===== src/rtl/if_fetch_queue_if.sv =====
// Purpose : fetch-to-decode bus; head instruction and its PC with valid/ready.
// Latency : wires only, no storage.
// Backpressure: the slave holds id_ready low to keep the head entry in place.
// Ports   : id_valid/id_ir/id_pc driven by the fetch queue, id_ready by ID.
interface if_fetch_queue_if #(
    parameter int PC_W = 8,
    parameter int IR_W = 16
);
    logic            id_valid;
    logic            id_ready;
    logic [IR_W-1:0] id_ir;
    logic [PC_W-1:0] id_pc;

    modport master (output id_valid, output id_ir, output id_pc, input id_ready);
    modport slave  (input id_valid, input id_ir, input id_pc, output id_ready);
endinterface


===== src/rtl/if_fetch_queue.sv =====
// Purpose : instruction fetch with branch redirect and a DEPTH-entry queue to ID.
// Latency : ROM word appears on id_* one cycle after its address is on i_addr.
// Backpressure: id_ready low fills the queue; when full, pc holds and fetch stalls.
// Ports   : clock/reset (async active-low), enable, ROM (i_addr/i_datain),
//           MEM-stage branch inputs (mem_valid/mem_ir/reg_C/zf/nf/cf),
//           redirect, full, and the ID bus (id_bus master modport).
module if_fetch_queue #(
    parameter int              PC_W     = 8,
    parameter int              IR_W     = 16,
    parameter int              OP_W     = 5,
    parameter int              DEPTH    = 4,
    parameter logic [PC_W-1:0] RESET_PC = '0,
    parameter logic [IR_W-1:0] NOP      = '0,
    parameter logic [OP_W-1:0] OP_BZ    = OP_W'(16),
    parameter logic [OP_W-1:0] OP_BN    = OP_W'(17),
    parameter logic [OP_W-1:0] OP_BC    = OP_W'(18),
    parameter logic [OP_W-1:0] OP_BNZ   = OP_W'(19),
    parameter logic [OP_W-1:0] OP_BNN   = OP_W'(20),
    parameter logic [OP_W-1:0] OP_BNC   = OP_W'(21),
    parameter logic [OP_W-1:0] OP_JUMP  = OP_W'(22),
    parameter logic [OP_W-1:0] OP_JMPR  = OP_W'(23)
) (
    input  logic            clock,
    input  logic            reset,
    input  logic            enable,
    input  logic [IR_W-1:0] i_datain,
    output logic [PC_W-1:0] i_addr,
    input  logic            mem_valid,
    input  logic [IR_W-1:0] mem_ir,
    input  logic [IR_W-1:0] reg_C,
    input  logic            zf,
    input  logic            nf,
    input  logic            cf,
    output logic            redirect,
    output logic            full,
    if_fetch_queue_if.master id_bus
);
    localparam int PTR_W = $clog2(DEPTH);
    localparam int CNT_W = PTR_W + 1;

    logic [PC_W-1:0]  pc_q, pc_d;
    logic [PTR_W-1:0] wr_ptr_q, wr_ptr_d;
    logic [PTR_W-1:0] rd_ptr_q, rd_ptr_d;
    logic [CNT_W-1:0] cnt_q, cnt_d;
    logic [PC_W-1:0]  ent_pc_q [DEPTH];
    logic [IR_W-1:0]  ent_ir_q [DEPTH];

    logic [OP_W-1:0]  op;
    logic             cond;
    logic             taken;
    logic             head_vld;
    logic             push;
    logic             pop;
    logic             wr_en;

    // Only the target's low bits and the opcode field of mem_ir are meaningful.
    logic unused_bits;
    assign unused_bits = ^{reg_C[IR_W-1:PC_W], mem_ir[IR_W-OP_W-1:0]};

    assign op = mem_ir[IR_W-1 -: OP_W];

    always_comb begin
        cond = 1'b0;
        if (op == OP_JUMP || op == OP_JMPR) cond = 1'b1;
        if (op == OP_BZ  &&  zf)            cond = 1'b1;
        if (op == OP_BNZ && !zf)            cond = 1'b1;
        if (op == OP_BN  &&  nf)            cond = 1'b1;
        if (op == OP_BNN && !nf)            cond = 1'b1;
        if (op == OP_BC  &&  cf)            cond = 1'b1;
        if (op == OP_BNC && !cf)            cond = 1'b1;
    end

    // Branch resolution is independent of queue occupancy.
    assign taken    = enable & mem_valid & cond;
    assign redirect = taken;

    assign i_addr   = pc_q;
    assign head_vld = (cnt_q != '0);
    assign full     = (cnt_q == CNT_W'(DEPTH));
    assign push     = ~full;
    assign pop      = head_vld & id_bus.id_ready;

    always_comb begin
        pc_d     = pc_q;
        wr_ptr_d = wr_ptr_q;
        rd_ptr_d = rd_ptr_q;
        cnt_d    = cnt_q;
        wr_en    = 1'b0;
        if (taken) begin
            // Flush squashes the head even when ID is ready for it.
            pc_d     = reg_C[PC_W-1:0];
            wr_ptr_d = '0;
            rd_ptr_d = '0;
            cnt_d    = '0;
        end else if (enable) begin
            if (push) begin
                wr_en    = 1'b1;
                wr_ptr_d = wr_ptr_q + PTR_W'(1);
                pc_d     = pc_q + PC_W'(1);
            end
            if (pop) begin
                rd_ptr_d = rd_ptr_q + PTR_W'(1);
            end
            cnt_d = cnt_q + CNT_W'(push) - CNT_W'(pop);
        end
    end

    always_ff @(posedge clock or negedge reset) begin
        if (!reset) begin
            pc_q     <= RESET_PC;
            wr_ptr_q <= '0;
            rd_ptr_q <= '0;
            cnt_q    <= '0;
        end else begin
            pc_q     <= pc_d;
            wr_ptr_q <= wr_ptr_d;
            rd_ptr_q <= rd_ptr_d;
            cnt_q    <= cnt_d;
        end
    end

    // Entry storage needs no reset: it is only observed while cnt_q is non-zero.
    always_ff @(posedge clock) begin
        if (wr_en) begin
            ent_pc_q[wr_ptr_q] <= pc_q;
            ent_ir_q[wr_ptr_q] <= i_datain;
        end
    end

    assign id_bus.id_valid = head_vld;
    assign id_bus.id_ir    = head_vld ? ent_ir_q[rd_ptr_q] : NOP;
    assign id_bus.id_pc    = head_vld ? ent_pc_q[rd_ptr_q] : '0;
endmodule


===== src/flat_wrapper.sv =====
// flat-port wrapper written by rule: the top's interface ports become plain ports
module if_fetch_queue_flat 
#(
    parameter int              PC_W     = 8,
    parameter int              IR_W     = 16,
    parameter int              OP_W     = 5,
    parameter int              DEPTH    = 4,
    parameter logic [PC_W-1:0] RESET_PC = '0,
    parameter logic [IR_W-1:0] NOP      = '0,
    parameter logic [OP_W-1:0] OP_BZ    = OP_W'(16),
    parameter logic [OP_W-1:0] OP_BN    = OP_W'(17),
    parameter logic [OP_W-1:0] OP_BC    = OP_W'(18),
    parameter logic [OP_W-1:0] OP_BNZ   = OP_W'(19),
    parameter logic [OP_W-1:0] OP_BNN   = OP_W'(20),
    parameter logic [OP_W-1:0] OP_BNC   = OP_W'(21),
    parameter logic [OP_W-1:0] OP_JUMP  = OP_W'(22),
    parameter logic [OP_W-1:0] OP_JMPR  = OP_W'(23)
)
  (clock, reset, enable, i_datain, i_addr, mem_valid, mem_ir, reg_C, zf, nf, cf, redirect, full, id_bus_id_valid, id_bus_id_ir, id_bus_id_pc, id_bus_id_ready);
  if_fetch_queue_if #(.PC_W(PC_W), .IR_W(IR_W)) id_bus_i ();
  input  logic clock;
  input  logic reset;
  input  logic enable;
  input  logic [IR_W-1:0] i_datain;
  output logic [PC_W-1:0] i_addr;
  input  logic mem_valid;
  input  logic [IR_W-1:0] mem_ir;
  input  logic [IR_W-1:0] reg_C;
  input  logic zf;
  input  logic nf;
  input  logic cf;
  output logic redirect;
  output logic full;
  output wire logic [$bits(id_bus_i.id_valid)-1:0] id_bus_id_valid;
  output wire logic [$bits(id_bus_i.id_ir)-1:0] id_bus_id_ir;
  output wire logic [$bits(id_bus_i.id_pc)-1:0] id_bus_id_pc;
  input wire logic [$bits(id_bus_i.id_ready)-1:0] id_bus_id_ready;
  assign id_bus_id_valid = id_bus_i.id_valid;
  assign id_bus_id_ir = id_bus_i.id_ir;
  assign id_bus_id_pc = id_bus_i.id_pc;
  assign id_bus_i.id_ready = id_bus_id_ready;
  if_fetch_queue #(.PC_W(PC_W), .IR_W(IR_W), .OP_W(OP_W), .DEPTH(DEPTH), .RESET_PC(RESET_PC), .NOP(NOP), .OP_BZ(OP_BZ), .OP_BN(OP_BN), .OP_BC(OP_BC), .OP_BNZ(OP_BNZ), .OP_BNN(OP_BNN), .OP_BNC(OP_BNC), .OP_JUMP(OP_JUMP), .OP_JMPR(OP_JMPR)) u_core (.clock(clock), .reset(reset), .enable(enable), .i_datain(i_datain), .i_addr(i_addr), .mem_valid(mem_valid), .mem_ir(mem_ir), .reg_C(reg_C), .zf(zf), .nf(nf), .cf(cf), .redirect(redirect), .full(full), .id_bus(id_bus_i));
endmodule

===== config.mk =====
export PLATFORM = sky130hd
export DESIGN_NAME = if_fetch_queue_flat
export DESIGN_NICKNAME = d
export VERILOG_FILES = /design/src/rtl/if_fetch_queue_if.sv /design/src/rtl/if_fetch_queue.sv /design/src/flat_wrapper.sv
export SDC_FILE = /design/constraint.sdc
export NUM_CORES = 1
export LEC_CHECK = 0
export CORE_UTILIZATION = 52
export DETAILED_ROUTE_END_ITERATION = 12
export PLACE_DENSITY = 0.9
export SLEW_MARGIN = 20
export SYNTH_ARGS = -nofsm -noshare
export SYNTH_HDL_FRONTEND = slang
export SYNTH_SLANG_ARGS = --single-unit

===== constraint.sdc =====
create_clock -name clock -period 3.3 [get_ports clock]
set_input_delay 0.66 -clock clock [delete_from_list [all_inputs] [get_ports clock]]
set_output_delay 0.66 -clock clock [all_outputs]
set_load 0.02 [all_outputs]

# Yosys cells after proc, flatten, opt, wreduce, memory -nomap -nowiden

Memory sizes are Yosys's and may differ from the RTL's.
Index checks and enable logic that the tools add are counted.

Bits in registers: 15
Output and inout port bits: 35
Bits in writable memories: 96
Word-level logic and storage cells: 65
Memories: 2
Input bits: 56

Memories:

| memory          | words | bits a word | read ports | clocked after Yosys merged registers in | wr ports | RTL line             | RTL |
|---|---|---|---|---|---|---|---|
| u_core.ent_ir_q | 4     | 16          | 1          | 0                                       | 1        | if_fetch_queue.sv:46 | `logic [IR_W-1:0] ent_ir_q [DEPTH];` |
| u_core.ent_pc_q | 4     | 8           | 1          | 0                                       | 1        | if_fetch_queue.sv:45 | `logic [PC_W-1:0] ent_pc_q [DEPTH];` |

$add $sub $neg: 5
Bitwise logic cells: 4
Reductions and logical operators: 15
Mux-type cells: 25
Eq/ne operators: 10

Operators with widths:

| operator              | number |
|---|---|
| $eq A5 B5 Y1 const B  | 8 |
| $mux W8               | 4 |
| $mux W16              | 1 |
| $mux W1               | 12 |
| $mux W2               | 6 |
| $add A8 B1 Y8 const B | 1 |
| $logic_and A1 B1 Y1   | 6 |
| $mux W3               | 2 |
| $add A2 B1 Y2 const B | 2 |
| $reduce_and A2 Y1     | 2 |
| $reduce_bool A2 Y1    | 2 |
| $add A3 B1 Y3         | 1 |
| $and A1 B1 Y1         | 3 |
| $eq A3 B3 Y1 const B  | 1 |
| $logic_not A1 Y1      | 3 |
| $reduce_bool A3 Y1    | 1 |
| $sub A3 B1 Y3         | 1 |
| $ne A2 B2 Y1 const B  | 1 |
| $logic_or A1 B1 Y1    | 1 |
| $not A1 Y1            | 1 |

# Depth between registers and ports, before layout

Depth in word-level cells: 13
Depth in mapped cells: 12
Depth with buffers taken out: 11

# Worst setup path after synthesis

Ideal clock, no wire load.

Path type: input to register
Start: input zf
End: memory u_core.ent_ir_q[2][0] (enable)
Cell stages on the path: 6
Buffers on the path: 1
Library setup time: 0.440 ns
Data arrival time: 3.267 ns
Setup slack: -0.407 ns
Data required time: 2.860 ns
Cell sequence: nor2b_1 a211oi_1 a21oi_1 o21a_1 buf_2 nor3b_1

Cells in the longest elaborated chain, start to end: 11
Elaborated cells between the ends (all ways): 13
Those cells by class: 9 x mux; 1 x bitwise; 3 x reduce/logical

RTL lines:

| what                                                    | RTL line                                   | RTL |
|---|---|---|
| start, declared                                         | flat_wrapper.sv:29                         | `input logic zf;` |
| $logic_and A1 B1 Y1 or $logic_not A1 Y1 (tied branches) | if_fetch_queue.sv:65, if_fetch_queue.sv:66 |  |
| $mux W1 or $logic_and A1 B1 Y1 (tied branches)          | if_fetch_queue.sv:65, if_fetch_queue.sv:66 |  |
| $mux W1 (*)                                             | if_fetch_queue.sv:66                       | `if (op == OP_BNZ && !zf) cond = 1'b1;` |
| $mux W1 (*)                                             | if_fetch_queue.sv:67                       | `if (op == OP_BN && nf) cond = 1'b1;` |
| $mux W1 (*)                                             | if_fetch_queue.sv:68                       | `if (op == OP_BNN && !nf) cond = 1'b1;` |
| $mux W1 (*)                                             | if_fetch_queue.sv:69                       | `if (op == OP_BC && cf) cond = 1'b1;` |
| $mux W1 (*)                                             | if_fetch_queue.sv:70                       | `if (op == OP_BNC && !cf) cond = 1'b1;` |
| $and A1 B1 Y1 (*)                                       | if_fetch_queue.sv:74                       | `assign taken = enable & mem_valid & cond;` |
| named net redirect                                      | flat_wrapper.sv:32                         | `output logic redirect;` |
| $mux W1 (*)                                             | if_fetch_queue.sv:89                       | `if (taken) begin` |
| $mux W1 (*)                                             | if_fetch_queue.sv:124                      | `if (wr_en) begin` |
| $mux W1 (implied by the code) (*)                       | if_fetch_queue.sv:126                      | `ent_ir_q[wr_ptr_q] <= i_datain;` |
| end, declared                                           | if_fetch_queue.sv:46                       |  |

The timed path passes the listed nets; every way through them passes the cells marked *.

# Worst setup path in the final report

Start: input mem_ir[11]
End: output redirect

Cells in the longest elaborated chain, start to end: 10
Elaborated cells between the ends (all ways): 23
Those cells by class: 8 x eq/ne; 7 x mux; 1 x bitwise; 7 x reduce/logical

RTL lines:

| what               | RTL line             | RTL |
|---|---|---|
| start, declared    | flat_wrapper.sv:27   | `input logic [IR_W-1:0] mem_ir;` |
| $eq A5 B5 Y1       | if_fetch_queue.sv:64 | `if (op == OP_JUMP \|\| op == OP_JMPR) cond = 1'b1;` |
| $logic_or A1 B1 Y1 | if_fetch_queue.sv:64 |  |
| $mux W1            | if_fetch_queue.sv:64 |  |
| $mux W1            | if_fetch_queue.sv:65 | `if (op == OP_BZ && zf) cond = 1'b1;` |
| $mux W1            | if_fetch_queue.sv:66 |  |
| $mux W1            | if_fetch_queue.sv:67 |  |
| $mux W1            | if_fetch_queue.sv:68 |  |
| $mux W1            | if_fetch_queue.sv:69 |  |
| $mux W1 (*)        | if_fetch_queue.sv:70 |  |
| $and A1 B1 Y1 (*)  | if_fetch_queue.sv:74 |  |
| end, declared      | flat_wrapper.sv:32   |  |

Every way passes the cells marked *; elsewhere a longest branch is shown, timed or not.

==> results_dict.tcl <==
set metrics [dict create \
    h-tree-depth 3 \
    p_leak_nw 1.99 \
    cts.sinks 111 \
    maxSlewHeadroom 0.523 \
    die_h_um 96.7 \
    crit_path_start_kind "input port" \
    cp-end-kind "output pin" \
    setup_violations 0 \
    dp_slack_ps 161 \
    rsz0062_at_grt "no" \
    drtIter0Drc 44 \
    r2r-end "u_core.cnt_q[2]$_DFFE_PN0P_" \
    crit_fanout 3 \
    area_growth_pct 23.6 \
    cts_setup_buffers 0 \
    num_vias 2471 \
    yosysWarningCount 0 \
    clock_path_buffers 2 \
    drtPass1Iterations 5 \
    rows 34 \
    synth_area_sq_um 4660 \
    slew_viol_final 0 \
    max_freq_mhz 320 \
    coreArea_sq_um 8720 \
    syn_inst 253 \
    worstMarginPinSlew_ps 713 \
    grt_max_degree 27 \
    drt_drc_violations_left 0 \
    reg2reg_depth 12 \
    ys.flop_type "edfxtp_1" \
    grt_first_pass_wirelength_mm 12.9 \
    clock_latency_ps 370 \
    worstSetupEndpoint "redirect" \
    ctsResizeCount 0 \
    hold_buffers 0 \
    start_util 0.535 \
    final_hold_viol_count 0 \
    postSynthAreaPerCell_sq_um 18.4 \
    cp-startpoint "mem_ir[11]" \
    status "completed" \
    finalCritPeriodShare 0.947 \
    drv_cap 0 \
    r2r-start "u_core.cnt_q[1]$_DFFE_PN0P_" \
    grt_use_total 0.182 \
    period_minus_slack_ps 3130 \
    chipWidth_um 96.7 \
    setup_ws_ps 173 \
    final_antenna_net_count 0 \
    place_hpwl_mm 5.20 \
    place.gp.congestion 0.732 \
    antenna_found_initial 0 \
    min_path_type "register to register" \
    fin_nets 397 \
    yosysSeqAreaShare 0.699 \
    ys_ff_latch 111 \
    crit_required_ps 2640 \
    critPathKind "input port to output pin" \
    wl_per_cell_um 17.8 \
    synth_edf_count 96 \
    cts_made_buffers 9 \
    wirelength_mm 7.93 \
    clk_pin_slew_ps 100 \
    power_mw 5.22 \
    synth_nets 317 \
    reg2reg_slack_ps 600 \
    grt_pass1_vias 2665 \
    via_per_inst 5.54 \
    ios 91 \
    overflow 0 \
    ir_worst_vdd_v 0.000465 \
    nFillCells 605 \
    dieArea_sq_um 9350 \
    async_flop_share 0.135 \
    cts-root-buf "clkbuf_8" \
    yosysUniqueCellTypes 37 \
    mostFrequentLayoutCells "edfxtp_1, clkdlybuf4s50_1, mux4_2, and2_1, dfrtp_1" \
    n_antenna_cell 0 \
    io_buffers 71 \
    layout-drive-gt1-share 0.204 \
    cts_tree "done" \
    tns_ps 0 \
    layout_commonest_cell "edfxtp_1" \
    arrival_ps 2470 \
    skew_ps 11.9 \
    powerDensity_nw_per_um2 906 \
]
## worst min path at each step
stage | startpoint | end | slack (ps) | depth (start not counted)
final | u_core.wr_ptr_q[1]$_DFFE_PN0P_ | u_core.wr_ptr_q[1]$_DFFE_PN0P_ | 580 | 2
after global routing | u_core.wr_ptr_q[1]$_DFFE_PN0P_ | u_core.wr_ptr_q[1]$_DFFE_PN0P_ | 620 | 2
after CTS | u_core.wr_ptr_q[1]$_DFFE_PN0P_ | u_core.wr_ptr_q[1]$_DFFE_PN0P_ | 580 | 2
after detailed placement | u_core.wr_ptr_q[1]$_DFFE_PN0P_ | u_core.wr_ptr_q[1]$_DFFE_PN0P_ | 570 | 2
after global placement | u_core.wr_ptr_q[1]$_DFFE_PN0P_ | u_core.wr_ptr_q[1]$_DFFE_PN0P_ | 550 | 2
after floorplan | reset | u_core.cnt_q[0]$_DFFE_PN0P_ | 360 | 0
## metrics by stage
step | utilization | cell area [sq um] | cells | hold slack [ps]
3_3_place_gp | 0.639 | 5580 | 430 | 554
2_1_floorplan | - | 4660 | 253 | 364
3_5_place_dp | 0.639 | 5580 | 430 | 566
4_1_cts | 0.661 | 5760 | 446 | 580
5_1_grt | 0.661 | 5760 | 446 | 616
6_report | 0.661 | 5760 | 446 | 577
## sequential cells by signal, indices dropped and copies added (netlist names)
name and count:
u_core.wr_ptr_q 2, u_core.rd_ptr_q 2, u_core.cnt_q 3, u_core.ent_pc_q 32
u_core.i_addr 8, u_core.ent_ir_q 64
## synthesized netlist by cell type (2+ instances only)
master,n,area share
inv_1,7,0.0056
buf_2,5,0.0054
nor2b_1,2,0.0027
o22ai_1,2,0.0027
dfrtp_1,15,0.081
buf_6,3,0.0072
and2_1,24,0.032
nand4_1,3,0.0040
mux4_2,24,0.12
nor3b_1,4,0.0064
a21oi_1,2,0.0021
edfxtp_1,96,0.62
xor2_1,3,0.0056
buf_4,2,0.0032
xnor2_1,6,0.011
nor2_1,5,0.0040
nor3_1,2,0.0021
ha_1,7,0.019
mux2_4,9,0.029
nand3_1,4,0.0043
o21ai_0,3,0.0032
nand2_1,8,0.0064
clkbuf_1,3,0.0024
## metal layers
metal,global-route usage,share of wire,vias up
met1,0.214,0.41,1256
met3,0.0426,0.045,12
met4,0.0654,0.015,0
met2,0.325,0.53,72
li1,-,-,1131
met5,0,0,-
## cell families (layout without fill, tap and decap cells)
logic type      Yosys count  count (layout)  synth area share
buf+inv                  21             106            0.0247
compound gates           10              10            0.0126
simple gates             59              59            0.0743
xor+xnor                  9               9            0.0169
flops                   111             111             0.699
mux                      35              35             0.149
fa+ha+maj                 8               8            0.0231
## area by class of cell
type / count / area [sq um] / share of cell area
flip-flops and latches: 111 / 3260 / 0.566
inverters: 8 / 30.0 / 0.00521
well taps: 108 / 135 / 0.0235
clock buffers: 9 / 124 / 0.0215
repair buffers: 82 / 843 / 0.146
multi-input cells: 121 / 1310 / 0.227
clock inverters: 7 / 61.3 / 0.0106
## where the power goes
part           switching [mW]  leakage [nW]  total (mW)  internal, mW
clock                   0.464        0.0957       0.755         0.291
combinational            1.10         0.834        2.32          1.22
sequential              0.208          1.06        2.15          1.94
total                    1.77          1.99        5.22          3.45
## worst max-delay path: stages
cell             delay [ps]
clkdlybuf4s50_1         520
mux2_2                  350
a31oi_1                 170
o21a_1                  160
clkdlybuf4s50_1         610
No activity file was read; power rests on OpenSTA's default activity.
